$ cat config.mk
export PLATFORM = sky130hd
export DESIGN_NAME = countdown_timer
export DESIGN_NICKNAME = d
export VERILOG_FILES = /design/src/rtl/countdown_timer.sv
export SDC_FILE = /design/constraint.sdc
export NUM_CORES = 1
export LEC_CHECK = 0
export CORE_MARGIN = 2
export CORE_UTILIZATION = 46
export CTS_CLUSTER_DIAMETER = 150
export CTS_CLUSTER_SIZE = 25
export DETAILED_ROUTE_END_ITERATION = 12
export DONT_BUFFER_PORTS = 1
export PLACE_DENSITY = 0.69
export SYNTH_ARGS = -nofsm -noshare
export SYNTH_HDL_FRONTEND = slang
export SYNTH_SLANG_ARGS = --single-unit
export TNS_END_PERCENT = 30
$ cat constraint.sdc
create_clock -name clk -period 1.5 [get_ports clk]
set_input_delay 0.3 -clock clk [delete_from_list [all_inputs] [get_ports clk]]
set_output_delay 0.3 -clock clk [all_outputs]
set_load 0.01 [all_outputs]
$ cat src/rtl/countdown_timer.sv
// Loadable down-counting timer with prescaler, pause/resume and optional auto-reload.
// Raises a one-cycle expired pulse at each terminal tick; done stays high until the next load.
`timescale 1ns/1ps

module countdown_timer #(
   parameter int WIDTH    = 4,
   parameter int PRESCALE = 1
) (
   input  logic             clk,
   input  logic             reset,
   input  logic             load,
   input  logic [WIDTH-1:0] load_value,
   input  logic             toggle,
   input  logic             auto_reload,
   output logic [WIDTH-1:0] timer,
   output logic             running,
   output logic             expired,
   output logic             done
);

   localparam int PW = (PRESCALE > 1) ? $clog2(PRESCALE) : 1;
   localparam logic [PW-1:0]    PCNT_LAST = PW'(PRESCALE - 1);
   localparam logic [PW-1:0]    PCNT_ONE  = PW'(1'b1);
   localparam logic [WIDTH-1:0] CNT_ZERO  = {WIDTH{1'b0}};
   localparam logic [WIDTH-1:0] CNT_ONE   = WIDTH'(1'b1);

   typedef enum logic [1:0] {
      IDLE  = 2'd0,
      RUN   = 2'd1,
      PAUSE = 2'd2,
      DONE  = 2'd3
   } state_t;

   state_t           state_q, state_d;
   logic [WIDTH-1:0] timer_q, timer_d;
   logic [WIDTH-1:0] reload_q, reload_d;
   logic [PW-1:0]    pcnt_q, pcnt_d;
   logic             expired_d;
   logic             running_q, expired_q, done_q;

   // Next state: load beats toggle, toggle beats the prescaler tick.
   always_comb begin
      state_d   = state_q;
      timer_d   = timer_q;
      reload_d  = reload_q;
      pcnt_d    = pcnt_q;
      expired_d = 1'b0;
      if (load) begin
         timer_d  = load_value;
         reload_d = load_value;
         pcnt_d   = {PW{1'b0}};
         state_d  = IDLE;
      end else begin
         case (state_q)
            IDLE: begin
               if (toggle && (timer_q != CNT_ZERO)) begin
                  state_d = RUN;
               end else begin
                  state_d = IDLE;
               end
            end
            RUN: begin
               if (toggle) begin
                  state_d = PAUSE;
               end else if (pcnt_q == PCNT_LAST) begin
                  pcnt_d = {PW{1'b0}};
                  if (timer_q > CNT_ONE) begin
                     timer_d = timer_q - CNT_ONE;
                  end else begin
                     // Terminal tick; a zero reload value would leave RUN with nothing to count.
                     expired_d = 1'b1;
                     if (auto_reload && (reload_q != CNT_ZERO)) begin
                        timer_d = reload_q;
                     end else begin
                        timer_d = CNT_ZERO;
                        state_d = DONE;
                     end
                  end
               end else begin
                  pcnt_d = pcnt_q + PCNT_ONE;
               end
            end
            PAUSE: begin
               if (toggle) begin
                  state_d = RUN;
               end else begin
                  state_d = PAUSE;
               end
            end
            DONE: begin
               state_d = DONE;
            end
            default: begin
               state_d = IDLE;
            end
         endcase
      end
   end

   // State, count and registered status outputs.
   always_ff @(posedge clk or posedge reset) begin
      if (reset) begin
         state_q   <= IDLE;
         timer_q   <= {WIDTH{1'b0}};
         reload_q  <= {WIDTH{1'b0}};
         pcnt_q    <= {PW{1'b0}};
         running_q <= 1'b0;
         expired_q <= 1'b0;
         done_q    <= 1'b0;
      end else begin
         state_q   <= state_d;
         timer_q   <= timer_d;
         reload_q  <= reload_d;
         pcnt_q    <= pcnt_d;
         running_q <= (state_d == RUN);
         expired_q <= expired_d;
         done_q    <= (state_d == DONE);
      end
   end

   assign timer   = timer_q;
   assign running = running_q;
   assign expired = expired_q;
   assign done    = done_q;

endmodule

### After elaboration in Yosys (flattened, before gate mapping)

Index checks and enable logic that the tools add are counted.

| word-level totals | value |
|---|---|
| register bits | 14 |
| input port bits | 9 |
| output and inout bits | 7 |

| operators by class | value |
|---|---|
| equal/unequal tests | 7 |
| reductions and logical operators | 8 |
| $add $sub $neg | 2 |
| multiplexer cells | 23 |
| magnitude comparators | 1 |

Operators by type and width:

| operator | count |
|---|---|
| 4-bit 2-to-1 mux | 6 |
| 2-bit 2-to-1 mux | 6 |
| 1-bit 2-to-1 mux | 10 |
| 2-bit one-hot mux with 4 select lines | 1 |
| 4-bit nonzero test | 2 |
| 2-bit equality test, second input constant | 3 |
| 2-bit by 1-bit equality test with 1-bit output, second input constant | 2 |
| 4-bit by 1-bit greater-than comparator with 1-bit output, second input constant | 1 |
| 2-bit inequality test, second input constant | 2 |
| 4-bit by 1-bit subtractor with 4-bit output, second input constant | 1 |
| 3-bit AND reduction | 1 |
| 1-bit logical AND | 2 |
| 2-bit zero test | 1 |
| 2-bit AND reduction | 1 |
| 2-bit nonzero test | 1 |
| 1-bit adder, second input constant | 1 |

### Longest topological paths before layout

Gate-level depths: netlist of the first run.

| logic depth | value |
|---|---|
| depth in word-level cells | 9 |
| depth in mapped cells | 6 |
| depth with buffers taken out | 5 |

### Worst setup path before layout of the first run

No wires, ideal clock.

| timing | value |
|---|---|
| kind | reg-to-reg |
| start | register timer_q[0] (netlist: timer[0]) |
| end | register timer_q[0] (netlist: timer[0]) |
| data required time | 1.396 ns |
| path slack | -0.089 ns |
| period minus slack after synthesis | 1.589 ns |
| cell stages (with the launch flop) | 7 |
| path buffers | 1 |
| library setup time | 0.104 ns |
| arrival | 1.485 ns |
| cells stage by stage | dfrtp_1 > inv_1 > ha_1 > or2_0 > clkbuf_1 > a311o_1 > o311ai_1 |

| on the way | value |
|---|---|
| word-level cells in the longest chain between the ends | 6 |

RTL lines:

| what | RTL line | RTL |
|---|---|---|
| start, declared | 35 | `logic [WIDTH-1:0] timer_q, timer_d;` |
| start signal, assigned | 104 | `timer_q <= {WIDTH{1'b0}};` |
| start signal, assigned | 112 | `timer_q <= timer_d;` |
| 4-bit by 1-bit subtractor with 4-bit output or 4-bit by 1-bit greater-than comparator with 1-bit output (tied branches) | 68, 67 |  |
| 4-bit 2-to-1 mux (*) | 67 | `if (timer_q > CNT_ONE) begin` |
| 4-bit 2-to-1 mux (*) | 65 | `end else if (pcnt_q == PCNT_LAST) begin` |
| 4-bit 2-to-1 mux (*) | 63 | `if (toggle) begin` |
| 4-bit 2-to-1 mux (*) | 54 | `case (state_q)` |
| 4-bit 2-to-1 mux (*) | 48 | `if (load) begin` |

Every way passes the cells marked *; elsewhere a longest branch is shown, timed or not. The select of a mux whose other input is x is not followed.
A chain may end at the register's enable or synchronous reset.

### Final worst setup path of the first run

| timing | value |
|---|---|
| start | register timer_q[0] (netlist: timer[0]) |
| end | register timer_q[1] (netlist: timer[1]) |

Same word-level chain as after synthesis.

==> PnR_summary.wiki, run 1 <==
{| class="wikitable"
! Metric !! Value
|-
| Result of the run || finished, final reports clean
|-
| PD cells || around 990 nW/um2
|-
| Maximum clock rate || 0.700 GHz
|-
| Final Hold Violating Endpoints || 0
|-
| DRT Wirelength || between 1.5 and 2 mm
|-
| Horiz. Die Dim || 43.9 um
|-
| Fraction of final layout cells with drive strength greater than 1 || between 20% and 30%
|-
| Slew at the pin closest to its max-slew limit || 497 ps
|-
| Met1 demand-to-capacity share in global routing || 24.9%
|-
| Initial antenna violation count || 0
|-
| Total design power || 832 uW
|-
| Placer Congestion || ~0.77
|-
| Total number of H-tree levels || 1
|-
| Buffers inserted during post-CTS setup optimization || 0
|-
| Sequential standard cell area || 327 um2
|-
| GR Util met2 || about a quarter
|-
| CP top delay family || compound AO/OA/AOI/OAI gates
|-
| Most common cell after layout, fill and taps aside || dfrtp_1
|-
| Overall die height || 43.9 um
|-
| Grt peak-use layer || met2
|-
| Required time of the critical path || 1690 ps
|-
| Global-route usage over all layers || between 10% and 20%
|-
| Area of all placed cells without fillers || about 840 um2
|-
| MaxCap Viol Count || 0
|-
| Effective utilization at floorplan || between 40 and 50%
|-
| Total via count in the routed design || 576
|-
| Clock buffer count from CTS || 3
|-
| Buffers on Ports || 0
|-
| Clock tree buffer depth || 2
|-
| Post-synthesis instance total || 74
|-
| Number of search-and-repair iterations in the first detailed-routing pass || 4
|-
| LEAKAGE || around 0.00039 uW
|-
| Peak supply drop || ~630 uV
|-
| Detailed-route vias per instance || approximately 5.8
|-
| Combinational share of power || about a quarter
|-
| Global route overflow || 0
|-
| Total buffers and inverters traversed by the critical path || 1
|-
| Capturing element type of the critical path || register
|-
| Wire length per cell after detailed routing || 15.5 um
|-
| Clk Tree Root Cell || clkbuf_4
|-
| Clock tree skew after final layout || between 2 and 3 ps
|-
| Num Clock Sinks || 13
|-
| Top library cells by usage in the layout, fill and taps aside || dfrtp_1 (12), buf_4 (7), inv_1 (6)
|-
| Period utilization || between 90% and 100%
|-
| CTS tree || yes
|-
| Final Instance Count excl. Fillers || just under 100
|-
| Clock edge transition at the registers on the reported setup and hold paths || roughly 80 ps
|-
| First-iteration detailed-routing DRC count || 24
|-
| Detail Route Antenna Nets || 0
|-
| Post-DP Area || between 700 and 800 um2
|-
| Cell-by-cell trace of the critical path || inv_2, ha_2, or2_4, a21o_1, a31oi_1
|-
| Setup slack at placement || -35.1 ps
|-
| Number of placed cells counting well taps || between 90 and 100
|-
| Number of primary I/O pins || 16
|-
| CP Launch Type || register
|-
| Clock group share of total power || between 20% and 30%
|-
| Net switching power || 252 uW
|-
| Min Clock Period, post-route || between 1000 and 1500 ps
|-
| Maximum number of pins on one net before global-route repair || 22
|-
| Switch share || 30.2%
|-
| Synthesis Warnings || 0
|-
| Detailed placer's ending HPWL || 1.11 mm
|-
| Delay of the slowest cell on the worst path || roughly 400 ps
|-
| Fillers || 120
|-
| Critical-path cell with the highest stage delay || dfrtp_2
|-
| Synth unique cells || 36
|-
| Class of the most critical setup path || reg2reg
|-
| Via count of the first global-routing pass || between 500 and 600
|-
| Overall die area || ~1900 um2
|-
| Wire length of the first global-routing pass || approximately 2.4 mm
|-
| Proportion of power drawn by flip-flops and latches || about half
|-
| Final antenna diode count || 0
|-
| Sequential share of the synthesized area || roughly 45%
|-
| Biggest fanout along the worst timing path || 7
|-
| Global routing usage on met3 || under 10%
|-
| Flip-flop and latch count after synthesis || 13
|-
| Synthesized Nets || 86
|-
| Setup violation total in the final timing report || 0
|-
| Post-route setup slack || just over 70 ps
|-
| Unrepaired setup endpoints after global routing || yes
|-
| Data arrival time at the worst-slack endpoint || 1610 ps
|-
| Skew-Pair Late Insertion Delay || 280 ps
|-
| Final max-slew violation count || 0
|-
| Path type of the worst min-delay path || in2reg
|-
| Layout Area Growth over Synthesis || 14.9%
|-
| Floorplan Core Area || 1490 um2
|-
| Worst relative slew slack || between 60% and 70%
|-
| Post-route DRC violation count || 0
|-
| Mapped cell area || around 730 um2
|-
| Net count of the finished layout || 96
|-
| Mean area per synthesized cell || between 9 and 10 um2
|-
| Utilization of the core after routing || between 50% and 60%
|-
| Core Rows || 14
|-
| Total area of multi-input combinational cells || between 300 and 400 um2
|-
| Internal cell power || 580 uW
|}
[per-stage QoR]
step / hold slack [ps] / TNS, ps
finish: 79.7 / 0
global route: 76.4 / -5.76
CTS: 72.8 / 0
detailed placement: 239 / -41.7
global placement: 236 / 0
floorplan: 177 / 0
[final cells by class]
type                            count  share of cell area [%]
Multi-Input combinational cell     50                    44.6
Sequential cell                    13                    38.9
Tap cell                           16                    2.38
Inverter                            8                    3.58
Clock buffer                        4                    3.13
Timing Repair Buffer                8                    7.45
[Yosys cell counts]
cell type | n | share of area (%)
a211o_1 | 1 | 1.2
a21o_1 | 2 | 2.1
a21oi_1 | 1 | 0.68
a22oi_1 | 1 | 1.0
a311o_1 | 1 | 1.4
a311oi_1 | 1 | 1.2
a31oi_1 | 1 | 0.86
a41oi_1 | 1 | 1.2
a41oi_2 | 1 | 2.2
and2_1 | 1 | 0.86
and3_1 | 1 | 0.86
buf_2 | 1 | 0.68
clkbuf_1 | 2 | 1.0
dfrtp_1 | 13 | 45
ha_1 | 3 | 5.1
inv_1 | 8 | 4.1
mux2_2 | 1 | 1.5
mux2i_1 | 1 | 1.4
nand2_1 | 4 | 2.1
nand2b_1 | 1 | 0.86
nand4_1 | 1 | 0.86
nor2_1 | 5 | 2.6
nor2b_1 | 2 | 1.7
nor3_1 | 3 | 2.1
nor3b_1 | 2 | 2.1
nor4_1 | 1 | 0.86
nor4b_2 | 1 | 2.1
o211a_1 | 1 | 1.4
o21ai_0 | 4 | 2.7
o21bai_1 | 1 | 1.0
o311ai_1 | 2 | 2.4
o31ai_1 | 1 | 1.0
o41ai_1 | 1 | 1.2
or2_0 | 1 | 0.86
or2_2 | 1 | 0.86
or3b_4 | 1 | 1.5
[registers in the layout, summed over array words and instances (netlist names)]
| signal | flops |
|---|---|
| running | 1 |
| expired | 1 |
| timer | 4 |
| done | 1 |
| state_q | 2 |
| reload_q | 4 |
[power by group through the flow]
stage	Clock, uW	Combinational [uW]	Sequential [uW]
after detailed placement	0	184	421
final	220	197	414
after global placement	0	182	420
after global routing	237	219	419
after CTS	226	187	414
after floorplan	0	127	424
[what timing repair did]
item,4_1_cts,5_1_grt
gates resized for setup,1,2
pin swaps,1,0
hold buffers,1,0
endpoints found under the hold margin,13,0
setup endpoints to repair,4,4
[worst register-to-register path, delay by kind of cell (launching register included)]
kind            cells  cell delay (ps)
simple gates        1              280
compound gates      2              410
flops               1              400
fa+ha+maj           1              180
buf+inv             1               60
[cells by family (layout without fill, tap and decap cells)]
group | Yosys count | after routing | share of synthesized area (%)
compound gates | 20 | 20 | 21.6
fa+ha+maj | 3 | 3 | 5.14
buf+inv | 11 | 20 | 5.82
flops | 13 | 13 | 44.5
mux | 2 | 2 | 2.91
simple gates | 25 | 25 | 20.0
[metal layers]
| layer | wire length, um | part of all wire, % |
|---|---|---|
| met5 | 0 | 0 |
| met4 | 20 | 1.3 |
| met3 | 65 | 4.2 |
| met2 | 730 | 48 |
| met1 | 718 | 47 |
[worst paths after layout]
check                                        startpoint                 endpoint  slack [ps]  cells after the start
worst max-delay path               timer[0]$_DFFE_PP0P_     timer[1]$_DFFE_PP0P_          70                      5
worst min-delay path                               load     state_q[1]$_DFF_PP0_          80                      1
worst max register to register     timer[0]$_DFFE_PP0P_     timer[1]$_DFFE_PP0P_          70                      5
worst min register to register  reload_q[3]$_DFFE_PP0P_  reload_q[3]$_DFFE_PP0P_         550                      2
max in group asynchronous                         reset     timer[0]$_DFFE_PP0P_         670                      2
min in group asynchronous                         reset  reload_q[0]$_DFFE_PP0P_         470                      2
(Power assumes the default switching activity.)
==> run 2, diff against run 1 <==
- SKIP_CTS_REPAIR_TIMING: not set -> 1
==> results of run 2 <==
The final DEF is identical to that of run 1; final timing and power are the same.
